==> src/rtl/wb_spec_arbiter.sv <==
// wb_spec_arbiter: merges NSRC completion streams into one register-file
// write port. Each source owns a DEPTH-entry FIFO whose entries carry a
// speculative tag; speculative entries wait for branch resolution and are
// then committed (tag cleared) or squashed (tail rolled back).
// Lower source index has higher priority. An empty FIFO may pass a
// non-speculative input straight through to the output register.

module wb_spec_arbiter #(
    parameter int NSRC  = 3,
    parameter int DEPTH = 8,
    parameter int DW    = 32,
    parameter int RW    = 5
) (
    input  logic                                     CLK,
    input  logic                                     nRST,
    input  logic [NSRC-1:0]                          src_done,
    output logic [NSRC-1:0]                          src_ready,
    input  logic [NSRC*DW-1:0]                       src_wdat,
    input  logic [NSRC*RW-1:0]                       src_reg_sel,
    input  logic                                     branch_spec,
    input  logic                                     branch_correct,
    input  logic                                     branch_mispredict,
    output logic                                     wen,
    output logic [RW-1:0]                            wsel,
    output logic [DW-1:0]                            wdat,
    output logic [((NSRC > 1) ? $clog2(NSRC) : 1)-1:0] wsrc,
    output logic                                     spec_pending
);

    localparam int AW = $clog2(DEPTH);
    localparam int CW = AW + 1;
    localparam int SW = (NSRC > 1) ? $clog2(NSRC) : 1;

    // FIFO storage and bookkeeping
    logic [DW-1:0]    dat_mem_r    [NSRC][DEPTH];
    logic [RW-1:0]    sel_mem_r    [NSRC][DEPTH];
    logic [DEPTH-1:0] spec_bits_r  [NSRC];
    logic [AW-1:0]    rptr_r       [NSRC];
    logic [AW-1:0]    wptr_r       [NSRC];
    logic [CW-1:0]    count_r      [NSRC];
    logic [CW-1:0]    spec_count_r [NSRC];

    // Per-source control for this cycle
    logic [NSRC-1:0]  accept_s;
    logic [NSRC-1:0]  head_elig_s;
    logic [NSRC-1:0]  byp_elig_s;
    logic [NSRC-1:0]  pop_s;
    logic [NSRC-1:0]  byp_s;
    logic [NSRC-1:0]  push_s;

    // Next-state values
    logic [AW-1:0]    base_wptr_s    [NSRC];
    logic [AW-1:0]    wptr_next_s    [NSRC];
    logic [AW-1:0]    rptr_next_s    [NSRC];
    logic [CW-1:0]    count_next_s   [NSRC];
    logic [CW-1:0]    spec_cnt_next_s[NSRC];
    logic [DEPTH-1:0] spec_next_s    [NSRC];

    // Winner of the fixed-priority selection
    logic             win_valid_s;
    logic [SW-1:0]    win_idx_s;
    logic [RW-1:0]    win_sel_s;
    logic [DW-1:0]    win_dat_s;

    // Mispredict overrides a simultaneous correct
    logic             squash_s;
    logic             commit_s;
    logic             clear_s;

    assign squash_s = branch_mispredict;
    assign commit_s = branch_correct & ~branch_mispredict;
    assign clear_s  = branch_correct | branch_mispredict;

    // Backpressure and speculation status straight from registered counts
    always_comb begin
        spec_pending = 1'b0;
        for (int i = 0; i < NSRC; i++) begin
            src_ready[i] = (count_r[i] != CW'(DEPTH));
            spec_pending = spec_pending | (spec_count_r[i] != {CW{1'b0}});
        end
    end

    // Eligibility on pre-update state, then lowest-index winner selection
    always_comb begin
        win_valid_s = 1'b0;
        win_idx_s   = {SW{1'b0}};
        win_sel_s   = {RW{1'b0}};
        win_dat_s   = {DW{1'b0}};
        for (int i = 0; i < NSRC; i++) begin
            accept_s[i]    = src_done[i] & src_ready[i];
            head_elig_s[i] = (count_r[i] != {CW{1'b0}}) & ~spec_bits_r[i][rptr_r[i]];
            byp_elig_s[i]  = (count_r[i] == {CW{1'b0}}) & accept_s[i] & ~branch_spec;
            if (!win_valid_s && (head_elig_s[i] || byp_elig_s[i])) begin
                win_valid_s = 1'b1;
                win_idx_s   = SW'(i);
                pop_s[i]    = head_elig_s[i];
                byp_s[i]    = byp_elig_s[i];
                if (head_elig_s[i]) begin
                    win_sel_s = sel_mem_r[i][rptr_r[i]];
                    win_dat_s = dat_mem_r[i][rptr_r[i]];
                end else begin
                    win_sel_s = src_reg_sel[i*RW +: RW];
                    win_dat_s = src_wdat[i*DW +: DW];
                end
            end else begin
                pop_s[i] = 1'b0;
                byp_s[i] = 1'b0;
            end
            // A speculative input arriving with a mispredict is dropped
            push_s[i] = accept_s[i] & ~byp_s[i] & ~(branch_spec & squash_s);
        end
    end

    // Pointer, count and speculation-tag next state per source
    always_comb begin
        for (int i = 0; i < NSRC; i++) begin
            base_wptr_s[i]  = squash_s ? (wptr_r[i] - spec_count_r[i][AW-1:0]) : wptr_r[i];
            wptr_next_s[i]  = base_wptr_s[i] + AW'(push_s[i]);
            rptr_next_s[i]  = rptr_r[i] + AW'(pop_s[i]);
            count_next_s[i] = count_r[i]
                            - (squash_s ? spec_count_r[i] : {CW{1'b0}})
                            + CW'(push_s[i])
                            - CW'(pop_s[i]);
            spec_cnt_next_s[i] = clear_s ? {CW{1'b0}}
                                         : (spec_count_r[i] + CW'(push_s[i] & branch_spec));
            for (int j = 0; j < DEPTH; j++) begin
                spec_next_s[i][j] = (push_s[i] && (base_wptr_s[i] == AW'(j)))
                                  ? (branch_spec & ~commit_s)
                                  : (clear_s ? 1'b0 : spec_bits_r[i][j]);
            end
        end
    end

    // FIFO bookkeeping registers; reset discards every buffered entry
    always_ff @(posedge CLK or negedge nRST) begin
        if (!nRST) begin
            for (int i = 0; i < NSRC; i++) begin
                rptr_r[i]       <= {AW{1'b0}};
                wptr_r[i]       <= {AW{1'b0}};
                count_r[i]      <= {CW{1'b0}};
                spec_count_r[i] <= {CW{1'b0}};
                spec_bits_r[i]  <= {DEPTH{1'b0}};
            end
        end else begin
            for (int i = 0; i < NSRC; i++) begin
                rptr_r[i]       <= rptr_next_s[i];
                wptr_r[i]       <= wptr_next_s[i];
                count_r[i]      <= count_next_s[i];
                spec_count_r[i] <= spec_cnt_next_s[i];
                spec_bits_r[i]  <= spec_next_s[i];
            end
        end
    end

    // FIFO payload storage; contents only matter below the valid count
    always_ff @(posedge CLK) begin
        for (int i = 0; i < NSRC; i++) begin
            if (push_s[i]) begin
                dat_mem_r[i][base_wptr_s[i]] <= src_wdat[i*DW +: DW];
                sel_mem_r[i][base_wptr_s[i]] <= src_reg_sel[i*RW +: RW];
            end
        end
    end

    // Registered write port; writes to register 0 are consumed silently
    always_ff @(posedge CLK or negedge nRST) begin
        if (!nRST) begin
            wen  <= 1'b0;
            wsel <= {RW{1'b0}};
            wdat <= {DW{1'b0}};
            wsrc <= {SW{1'b0}};
        end else if (win_valid_s) begin
            wen  <= (win_sel_s != {RW{1'b0}});
            wsel <= win_sel_s;
            wdat <= win_dat_s;
            wsrc <= win_idx_s;
        end else begin
            wen  <= 1'b0;
        end
    end

endmodule

==> config.mk <==
export PLATFORM = sky130hd
export DESIGN_NAME = wb_spec_arbiter
export DESIGN_NICKNAME = d
export VERILOG_FILES = /design/src/rtl/wb_spec_arbiter.sv
export SDC_FILE = /design/constraint.sdc
export NUM_CORES = 1
export LEC_CHECK = 0
export ABC_AREA = 1
export CORE_MARGIN = 2
export CORE_UTILIZATION = 35
export CTS_CLUSTER_SIZE = 10
export DETAILED_ROUTE_END_ITERATION = 10
export HOLD_SLACK_MARGIN = 0.12
export PLACE_DENSITY = 0.48
export SYNTH_ARGS = -nofsm -noshare
export SYNTH_HDL_FRONTEND = slang
export SYNTH_SLANG_ARGS = --single-unit
export TNS_END_PERCENT = 100
==> constraint.sdc <==
create_clock -name CLK -period 5.9 [get_ports CLK]
set_input_delay 0.59 -clock CLK [delete_from_list [all_inputs] [get_ports CLK]]
set_output_delay 0.59 -clock CLK [all_outputs]
set_load 0.05 [all_outputs]
## Word-level counts from Yosys, hierarchy flattened

Memory sizes are Yosys's and may differ from the RTL's.
Index checks and enable logic that the tools add are counted.

| word-level totals | value |
|---|---|
| flip-flop bits (word level) | 106 |
| memory bits (writable) | 888 |
| bits of input ports | 119 |
| logic and storage cells | 316 |
| memories kept | 2 |

Memory list:

| name | depth | bits a word | rd ports | clocked after Yosys merged registers in | wr ports | line | RTL |
|---|---|---|---|---|---|---|---|
| dat_mem_r | 3 | 256 | 3 | 0 | 3 | 35 | `logic [DW-1:0] dat_mem_r [NSRC][DEPTH];` |
| sel_mem_r | 3 | 40 | 3 | 0 | 3 | 36 | `logic [RW-1:0] sel_mem_r [NSRC][DEPTH];` |

| cells by class | value |
|---|---|
| add/sub/neg operators | 21 |
| magnitude comparators | 12 |
| equal/unequal tests | 24 |
| mux-type cells | 103 |
| bitwise gates (word level) | 43 |
| reduce and logical (&&, ||, !) cells | 71 |

Operators by type and width:

| operator | number |
|---|---|
| 2-to-1 mux 256 bit | 3 |
| 2-to-1 mux 32 bit | 15 |
| binary-select mux 32 bit (select 3 bit) | 3 |
| demux 32 bit (select 3 bit) | 3 |
| 2-to-1 mux 40 bit | 3 |
| 2-to-1 mux 5 bit | 15 |
| nonzero test 2 bit | 24 |
| binary-select mux 5 bit (select 3 bit) | 3 |
| demux 5 bit (select 3 bit) | 3 |
| 2-to-1 mux 1 bit | 42 |
| equality test 3 bit, second input constant | 12 |
| logical AND 1 bit | 29 |
| adder 4 x 1 -> 4 bit | 6 |
| AND 1 bit | 24 |
| greater-or-equal comparator 4 bit, second input constant | 6 |
| 2-to-1 mux 4 bit | 6 |
| NOT 3 -> 4 bit | 6 |
| nonzero test 4 bit | 6 |
| adder 3 x 1 -> 3 bit | 6 |
| equality test 3 x 2 -> 1 bit, second input constant | 6 |
| logical NOT 4 bit | 3 |
| less-than comparator 3 x 4 -> 1 bit, second input constant | 3 |
| less-than comparator 4 x 1 -> 1 bit, second input constant | 3 |
| inequality test 4 bit, second input constant | 3 |
| other kinds (13) | 41 |

## Depth between registers and ports, before layout

Gate-level depths: netlist of run 1.

| depth | value |
|---|---|
| depth after elaboration | 18 |
| mapped depth | 20 |

## Worst setup path after synthesis of run 1

No wires, ideal clock.

| timing | value |
|---|---|
| path kind | register to register |
| start point | reg rptr_r[3] in the netlist's numbering |
| end point | reg count_r[7] in the netlist's numbering |
| setup time | 0.079 ns |
| arrival | 3.201 ns |
| slack | 2.620 ns |
| cell stages (with the launch flop) | 17 |
| path buffers | 2 |
| path through | dfrtp_1 > buf_6 > inv_4 > nand2_1 > nand3_1 > nand3_1 > nand3_4 > clkbuf_1 > nor2_1 > fa_1 > inv_1 > fa_1 > ha_1 > fa_1 > xnor2_1 > xor2_1 > xor2_1 |

RTL lines:

| what | line | RTL |
|---|---|---|
| start: declaration | 38 | `logic [AW-1:0] rptr_r [NSRC];` |
| start signal: indexed assignment | 138 | `rptr_r[i] <= {AW{1'b0}};` |
| start signal: indexed assignment | 146 | `rptr_r[i] <= rptr_next_s[i];` |
| end signal: indexed assignment | 140 | `count_r[i] <= {CW{1'b0}};` |
| end signal: indexed assignment | 148 | `count_r[i] <= count_next_s[i];` |
| end: declaration | 40 | `logic [CW-1:0] count_r [NSRC];` |

==> results of run 1 <==
## routing by layer
metal / vias to the layer above / track usage [%]
met3: 150 / 3.691
met2: 662 / 30.66
met4: 8 / 5.643
li1: 12390 / -
met1: 13270 / 27.63
met5: - / 0
## state kept, by name (all words and copies together), names as in the netlist
name	flops
dat_mem_r	768
sel_mem_r	120
wdat	32
spec_bits_r	24
count_r	12
spec_count_r	12
rptr_r	9
wptr_r	9
wsel	5
wsrc	2
wen	1
## power by group
part | internal, mW | switching, mW | leakage, nW
sequential | 8.70 | 0.492 | 9.34
clock | 3.67 | 2.77 | 1.58
combinational | 2.65 | 7.49 | 5.79
## path summary, 6_finish.rpt
kind                                    end  slack [ns]  cells after the start
worst max register to register  count_r[11]        1.60                     15
min in group asynchronous          wdat[20]        0.54                      2
worst max-delay path            count_r[11]        1.60                     15
worst min-delay path                wsel[1]        0.48                      1
max in group asynchronous         rptr_r[3]        4.01                      3
worst min register to register      wsel[1]        0.48                      1
## per-stage QoR
stage / hold slack, ns / utilization (%) / power, mW / std cells / cell area [um2]
global placement: 0.4742 / 37.90 / 19.59 / 4925 / 44160
floorplan: 0.2944 / - / 15.36 / 3405 / 41240
detailed placement: 0.4649 / 37.90 / 19.58 / 4925 / 44160
CTS: 0.4857 / 40.74 / 26.04 / 5121 / 47470
finish: 0.4793 / 40.74 / 25.78 / 5122 / 47470
global route: 0.4962 / 40.74 / 27.24 / 5122 / 47470
## worst max-delay path, cell delays in order (launching register included)
cell and delay [ns]:
dfrtp_4 0.60, inv_4 0.42, nand2_1 0.10, nand3_1 0.10, nand3_1 0.12, nand3_4 0.09
buf_4 0.52, inv_1 0.20, fa_1 0.44, fa_1 0.50, inv_1 0.04, ha_1 0.19
fa_1 0.37, xnor2_1 0.19, xor2_1 0.20, xor2_1 0.16
## placed cells by master (no fill, tap or decap), types with 40 or more instances in the layout
master	n
o22ai_1	40
inv_1	74
buf_4	42
nand3_1	253
o221ai_1	64
clkdlybuf4s50_1	161
edfxtp_1	888
mux2i_1	64
nor2_1	345
nand2_1	706
dfrtp_1	97
a21oi_1	174
clkbuf_1	66
o21ai_0	277
clkbuf_16	114
## layout make-up
type | instances | area (um2)
tap | 1524 | 1907
multi-input combinational | 2093 | 10570
inverter | 111 | 421.7
clock buffer | 185 | 3169
fill | 10880 | 69040
timing repair buffer | 204 | 1937
clock inverter | 10 | 127.6
antenna | 1 | 2.502
sequential | 994 | 29340
## logic make-up (layout without fill, tap and decap cells)
group / Yosys count / after routing
simple gates: 1335 / 1335
flops: 994 / 994
compound gates: 628 / 628
buf+inv: 318 / 510
mux: 64 / 64
fa+ha+maj: 42 / 42
xor+xnor: 24 / 24
other cells: 0 / 1
==> impl_metrics.py, run 1 <==
metrics = {
    "outcome": {
        "run_status": "finished, final reports clean",
    },
    "worst_hold_path": {
        "hold_class": "flop to flop",
        "worstHoldStart": "wsel[1]",
    },
    "route": {
        "wl_met2_mm": 55.12,
        "drt-pass1-iter-count": 5,
        "wl_per_cell_um": 23.36,
        "wl_met3_mm": 6.825,
        "routed.top_layer": "met5",
        "remaining_drc_errors": 0,
        "vias_per_cell": 5.170,
        "drt-initial-drc-count": 2170,
        "drt-met1-wl_mm": 54.76,
        "final_antenna_net_count": 0,
        "vias": 26480,
        "drt_wl_total_mm": 119.7,
    },
    "worst_setup_path": {
        "cp-start-kind": "flop",
        "r2r-start": "rptr_r[6]",
        "critPathKind": "flop to flop",
        "end_kind": "flop",
        "critical_path_required_ns": 6.52,
        "path_max_fanout": 51,
        "cp.arrival_ns": 4.92,
        "startpoint": "rptr_r[6]",
    },
    "floorplanning": {
        "dieArea_um2": 120600,
        "rows": 125,
        "die_height_um": 347.3,
        "die_w_um": 347.3,
        "initial_core_util_pct": 35.40,
        "core_area_um2": 116500,
        "io_pins": 163,
    },
    "synth": {
        "synth_area_per_cell_um2": 12.11,
        "syn-cell-area_um2": 41240,
        "synth_top_family_by_area": "simple AND/OR/NAND/NOR gates",
        "synth_area_leaders": "edfxtp_1 65%, dfrtp_1 6.4%, nand2_1 6.4%, o21ai_0 3.4%, nor2_1 3.2%",
        "synthSimpleGateAreaFrac_pct": 13.25,
        "yosysSeqAreaShare_pct": 71.09,
        "synthArstFlopShare_pct": 10.66,
        "netlist_top_cells_count": "888 x edfxtp_1, 706 x nand2_1, 347 x nor2_1",
        "mappedNetlistNets": 3566,
        "synth_top_area_cell": "edfxtp_1",
        "synth_cell_type_count": 44,
        "synth.top_cell.area_share_pct": 64.65,
        "ys_dominant_reg_cell": "edfxtp_1",
        "synth_seq_cells": 994,
        "synth_xor_xnor_area_share_pct": 0.5097,
        "yosysWarnings": 0,
        "synth-adder-area-share_pct": 1.493,
        "muxShareOfSynthArea_pct": 1.553,
        "synth_edf_count": 888,
        "netlist_instances": 3405,
        "synth_compound_area_share_pct": 8.783,
        "yosysMostFrequentCell": "edfxtp_1",
    },
    "clock_network": {
        "path_clk_slew_ns": 0.06,
        "clkSinkCount": 994,
        "worstSkewPairLatency_ns": 0.71,
        "cts_setup_buffers": 0,
        "cts_tree": "built",
        "cts_buffers": 113,
        "ctsHoldBuffers": 1,
        "root_buffer": "clkbuf_16",
        "htree_levels": 3,
        "cts_max_path_buffers": 3,
        "cts_resized": 0,
    },
    "job": {
        "cap_violations": 0,
    },
    "timing": {
        "setup_tns_ns": 0,
        "hold_viol_final": 0,
        "post-route-period-util_pct": 72.95,
        "skew_ns": 0.03768,
        "fmax_mhz": 232.3,
        "maxSlewHeadroom_pct": 19.84,
        "tightestPinTransition_ns": 1.202,
        "setup_slack_ns": 1.596,
        "layout_min_cycle_time_ns": 4.304,
        "rsz0062_at_grt": "false",
        "setup_violations": 0,
        "maxSlewViolCount": 0,
    },
    "place": {
        "pre_cts_ws_ns": 1.589,
        "port_buffers": 162,
        "hpwl_mm": 69.18,
        "place_congestion": 0.7831,
    },
    "final_layout": {
        "drive_gt1_share_pct": 6.394,
        "nets": 3678,
        "area_delta_synth_final_pct": 15.11,
    },
    "global_route": {
        "grt_pass1_vias": 25740,
        "grt_max_degree": 83,
        "grt_pass1_wl_mm": 175.1,
        "globalRouteTotalUtil_pct": 19.55,
        "antenna_found_initial": 5,
        "grt_remaining_overflow": 0,
    },
    "power_and_ir_drop": {
        "p_leak_nw": 16.71,
        "power_density_nw_per_um2": 543.0,
        "ir_worst_vdd_v": 0.0003303,
    },
}
(Power assumes the default switching activity.)
==> run 2, diff against run 1 <==
- PLACE_DENSITY: 0.48 -> 0.5
- clock period: 5.9 -> 3.6 ns (I/O delays scaled with it)
==> run 2 against run 1 <==
Effect of this change: critical path type unchanged; fmax grew 29%; critical path depth up 2; worst hold slack got worse by 0.33 ns; global-route usage up 0.15 points; flip-flop and latch count stayed put; total power up 67%; count of clock-buffer cells in the layout down 8; register-to-register slack got worse by 1.3 ns; highest routed layer unchanged; first-iteration DRC count is 3.0% higher; non-clock buffer count increased by 83.
==> impl_metrics.py, run 2 (synthesized netlist as in run 1, its figures left out) <==
metrics = {
    "outcome": {
        "run_status": "finished, final reports clean",
    },
    "global_route": {
        "globalRouteTotalUtil_pct": 19.70,
        "grt_max_degree": 150,
        "grt_remaining_overflow": 0,
        "antenna_found_initial": 15,
        "grt_use_met2_pct": 31.54,
        "grt-busiest-layer": "met2",
        "grt_util_met3_pct": 3.922,
        "grt_pass1_vias": 26020,
        "grt_use_met1_pct": 27.32,
        "grt_pass1_wl_mm": 176.4,
    },
    "floorplanning": {
        "initial_core_util_pct": 35.40,
        "core_area_um2": 116500,
        "dieArea_um2": 120600,
        "die_height_um": 347.3,
        "rows": 125,
        "io_pins": 163,
        "die_w_um": 347.3,
    },
    "worst_setup_path": {
        "worst-path-buf-inv": 4,
        "worst-path-stages": 17,
        "r2r_end": "count_r[3]",
        "critPathKind": "flop to flop",
        "cpMaxStageDelayCell": "fa_1",
        "cp.arrival_ns": 3.96,
        "r2r-start": "count_r[5]",
        "end_kind": "flop",
        "cpPeakStageDelay_ns": 0.48,
        "critical_path_required_ns": 4.22,
        "crit_family": "adder cells",
        "startpoint": "count_r[5]",
        "crit_chain": "nor2_1, nand3_1, nand3b_1, nand2_4, nor2_8, inv_2, nor2_1, inv_1, fa_1, inv_1, fa_1, inv_1, ha_1, fa_1, xnor2_1, xor2_1, xor2_1",
        "cp-start-kind": "flop",
        "endpoint": "count_r[3]",
        "rrSetupSlack_ns": 0.26,
        "rr_worst_depth": 17,
        "path_max_fanout": 2,
    },
    "clock_network": {
        "cts_max_path_buffers": 3,
        "cts_tree": "built",
        "clkSinkCount": 994,
        "htree_levels": 3,
        "root_buffer": "clkbuf_16",
        "worstSkewPairLatency_ns": 0.70,
        "cts_buffers": 113,
        "cts_setup_buffers": 0,
        "cts_resized": 0,
        "path_clk_slew_ns": 0.06,
    },
    "route": {
        "drt-initial-drc-count": 2236,
        "wl_per_cell_um": 23.08,
        "vias": 26800,
        "drt_wl_total_mm": 120.1,
        "final_antenna_net_count": 0,
        "remaining_drc_errors": 0,
        "vias_per_cell": 5.151,
        "drt-pass1-iter-count": 5,
    },
    "power_and_ir_drop": {
        "p_comb_share_pct": 41.3,
        "power_mw": 43.10,
        "power_density_nw_per_um2": 889.4,
        "clockPowerShare_pct": 24.2,
        "p_int_mw": 25.37,
        "p_seq_share_pct": 34.5,
        "power_switching_mw": 17.73,
        "p_leak_nw": 17.21,
        "netSwitchingFraction_pct": 41.15,
        "ir_worst_vdd_v": 0.0007067,
    },
    "timing": {
        "setup_slack_ns": 0.2611,
        "tightestPinTransition_ns": 0.9279,
        "skew_ns": 0.02401,
        "rsz0062_at_grt": "false",
        "setup_violations": 0,
        "post-route-period-util_pct": 92.75,
        "fmax_mhz": 299.5,
        "hold_viol_final": 0,
        "layout_min_cycle_time_ns": 3.339,
        "maxSlewViolCount": 0,
        "maxSlewHeadroom_pct": 38.14,
    },
    "worst_hold_path": {
        "hold_class": "input pin to async pin",
    },
    "place": {
        "hpwl_mm": 68.68,
        "pre_cts_ws_ns": -0.0002114,
        "place_congestion": 0.7748,
        "port_buffers": 162,
    },
    "final_layout": {
        "nets": 3761,
        "layout_commonest_cell": "edfxtp_1",
        "num-fill-cells": 10880,
        "area_delta_synth_final_pct": 17.50,
        "largest_reg_flops": 768,
        "drive_gt1_share_pct": 8.492,
        "final_cell_mix": "888 x edfxtp_1, 706 x nand2_1, 345 x nor2_1, 277 x o21ai_0, 253 x nand3_1",
    },
    "job": {
        "cap_violations": 0,
    },
}
## run 2: cell types whose count changed in the layout (fill, tap and decap cells not counted)
cell       change
clkinv_16      +1
inv_6          -1
inv_16         +2
buf_4         +52
diode_2        +4
buf_12        +31
clkinv_2       +2
clkbuf_8       -3
clkbuf_1       -5
clkinv_8       -1
bufinv_16      -1
## run 2: worst min path at each step
stage          from    endpoint  cells past startpoint
2_1_floorplan  nRST  count_r[0]                      0
3_3_place_gp   nRST    wdat[23]                      1
3_5_place_dp   nRST    wdat[23]                      1
4_1_cts        nRST    wdat[22]                      2
5_1_grt        nRST    wdat[21]                      2
6_report       nRST    wdat[22]                      2
## run 2: power by group through the flow
stage / logic, mW / registers [mW] / clock network, mW
global placement: 18.0 / 15.1 / 0
finish: 17.8 / 14.9 / 10.4
detailed placement: 18.0 / 15.1 / 0
global route: 19.4 / 15.0 / 11.1
floorplan: 9.54 / 15.6 / 0
CTS: 18.1 / 14.9 / 10.7
## run 2: what timing repair did
item | CTS | global route
hold buffers | 1 | 0
hold endpoints to repair | 80 | 0
setup endpoints to repair | 0 | 0
## run 2: worst reg2reg max path: stages, from the launching register on
cell      delay, ns
dfrtp_1        0.40
nor2_1         0.15
nand3_1        0.19
nand3b_1       0.29
nand2_4        0.15
nor2_8         0.05
inv_2          0.05
nor2_1         0.04
inv_1          0.07
fa_1           0.16
inv_1          0.05
fa_1           0.48
inv_1          0.05
ha_1           0.21
fa_1           0.38
xnor2_1        0.19
xor2_1         0.20
xor2_1         0.17
## run 2: per-stage QoR
step	cell area, um2	util, %	TNS, ns	instances	hold slack [ns]
after floorplan	41240	-	0	3405	0.06441
after global placement	45180	38.77	-0.05735	5008	0.3618
after detailed placement	45180	38.77	-0.0002114	5008	0.3568
after CTS	48450	41.58	0	5198	0.1398
after global routing	48450	41.58	0	5198	0.1834
final	48460	41.59	0	5203	0.1505
## run 2: per-layer routing
layer | vias up | part of all wire [%]
met5 | - | 0.12
met4 | 22 | 2.5
met3 | 180 | 6.0
met2 | 669 | 47
met1 | 13390 | 45
li1 | 12550 | -
## run 2: final cells by class
class	count	area (um2)	share of cell area, %
Multi-Input combinational cell	2093	10570	21.81
Clock inverter	12	152.6	0.3150
Clock buffer	177	3109	6.416
Antenna cell	5	12.51	0.02582
Tap cell	1524	1907	3.935
Inverter	111	421.7	0.8701
Timing Repair Buffer	287	2948	6.083
Sequential cell	994	29340	60.54
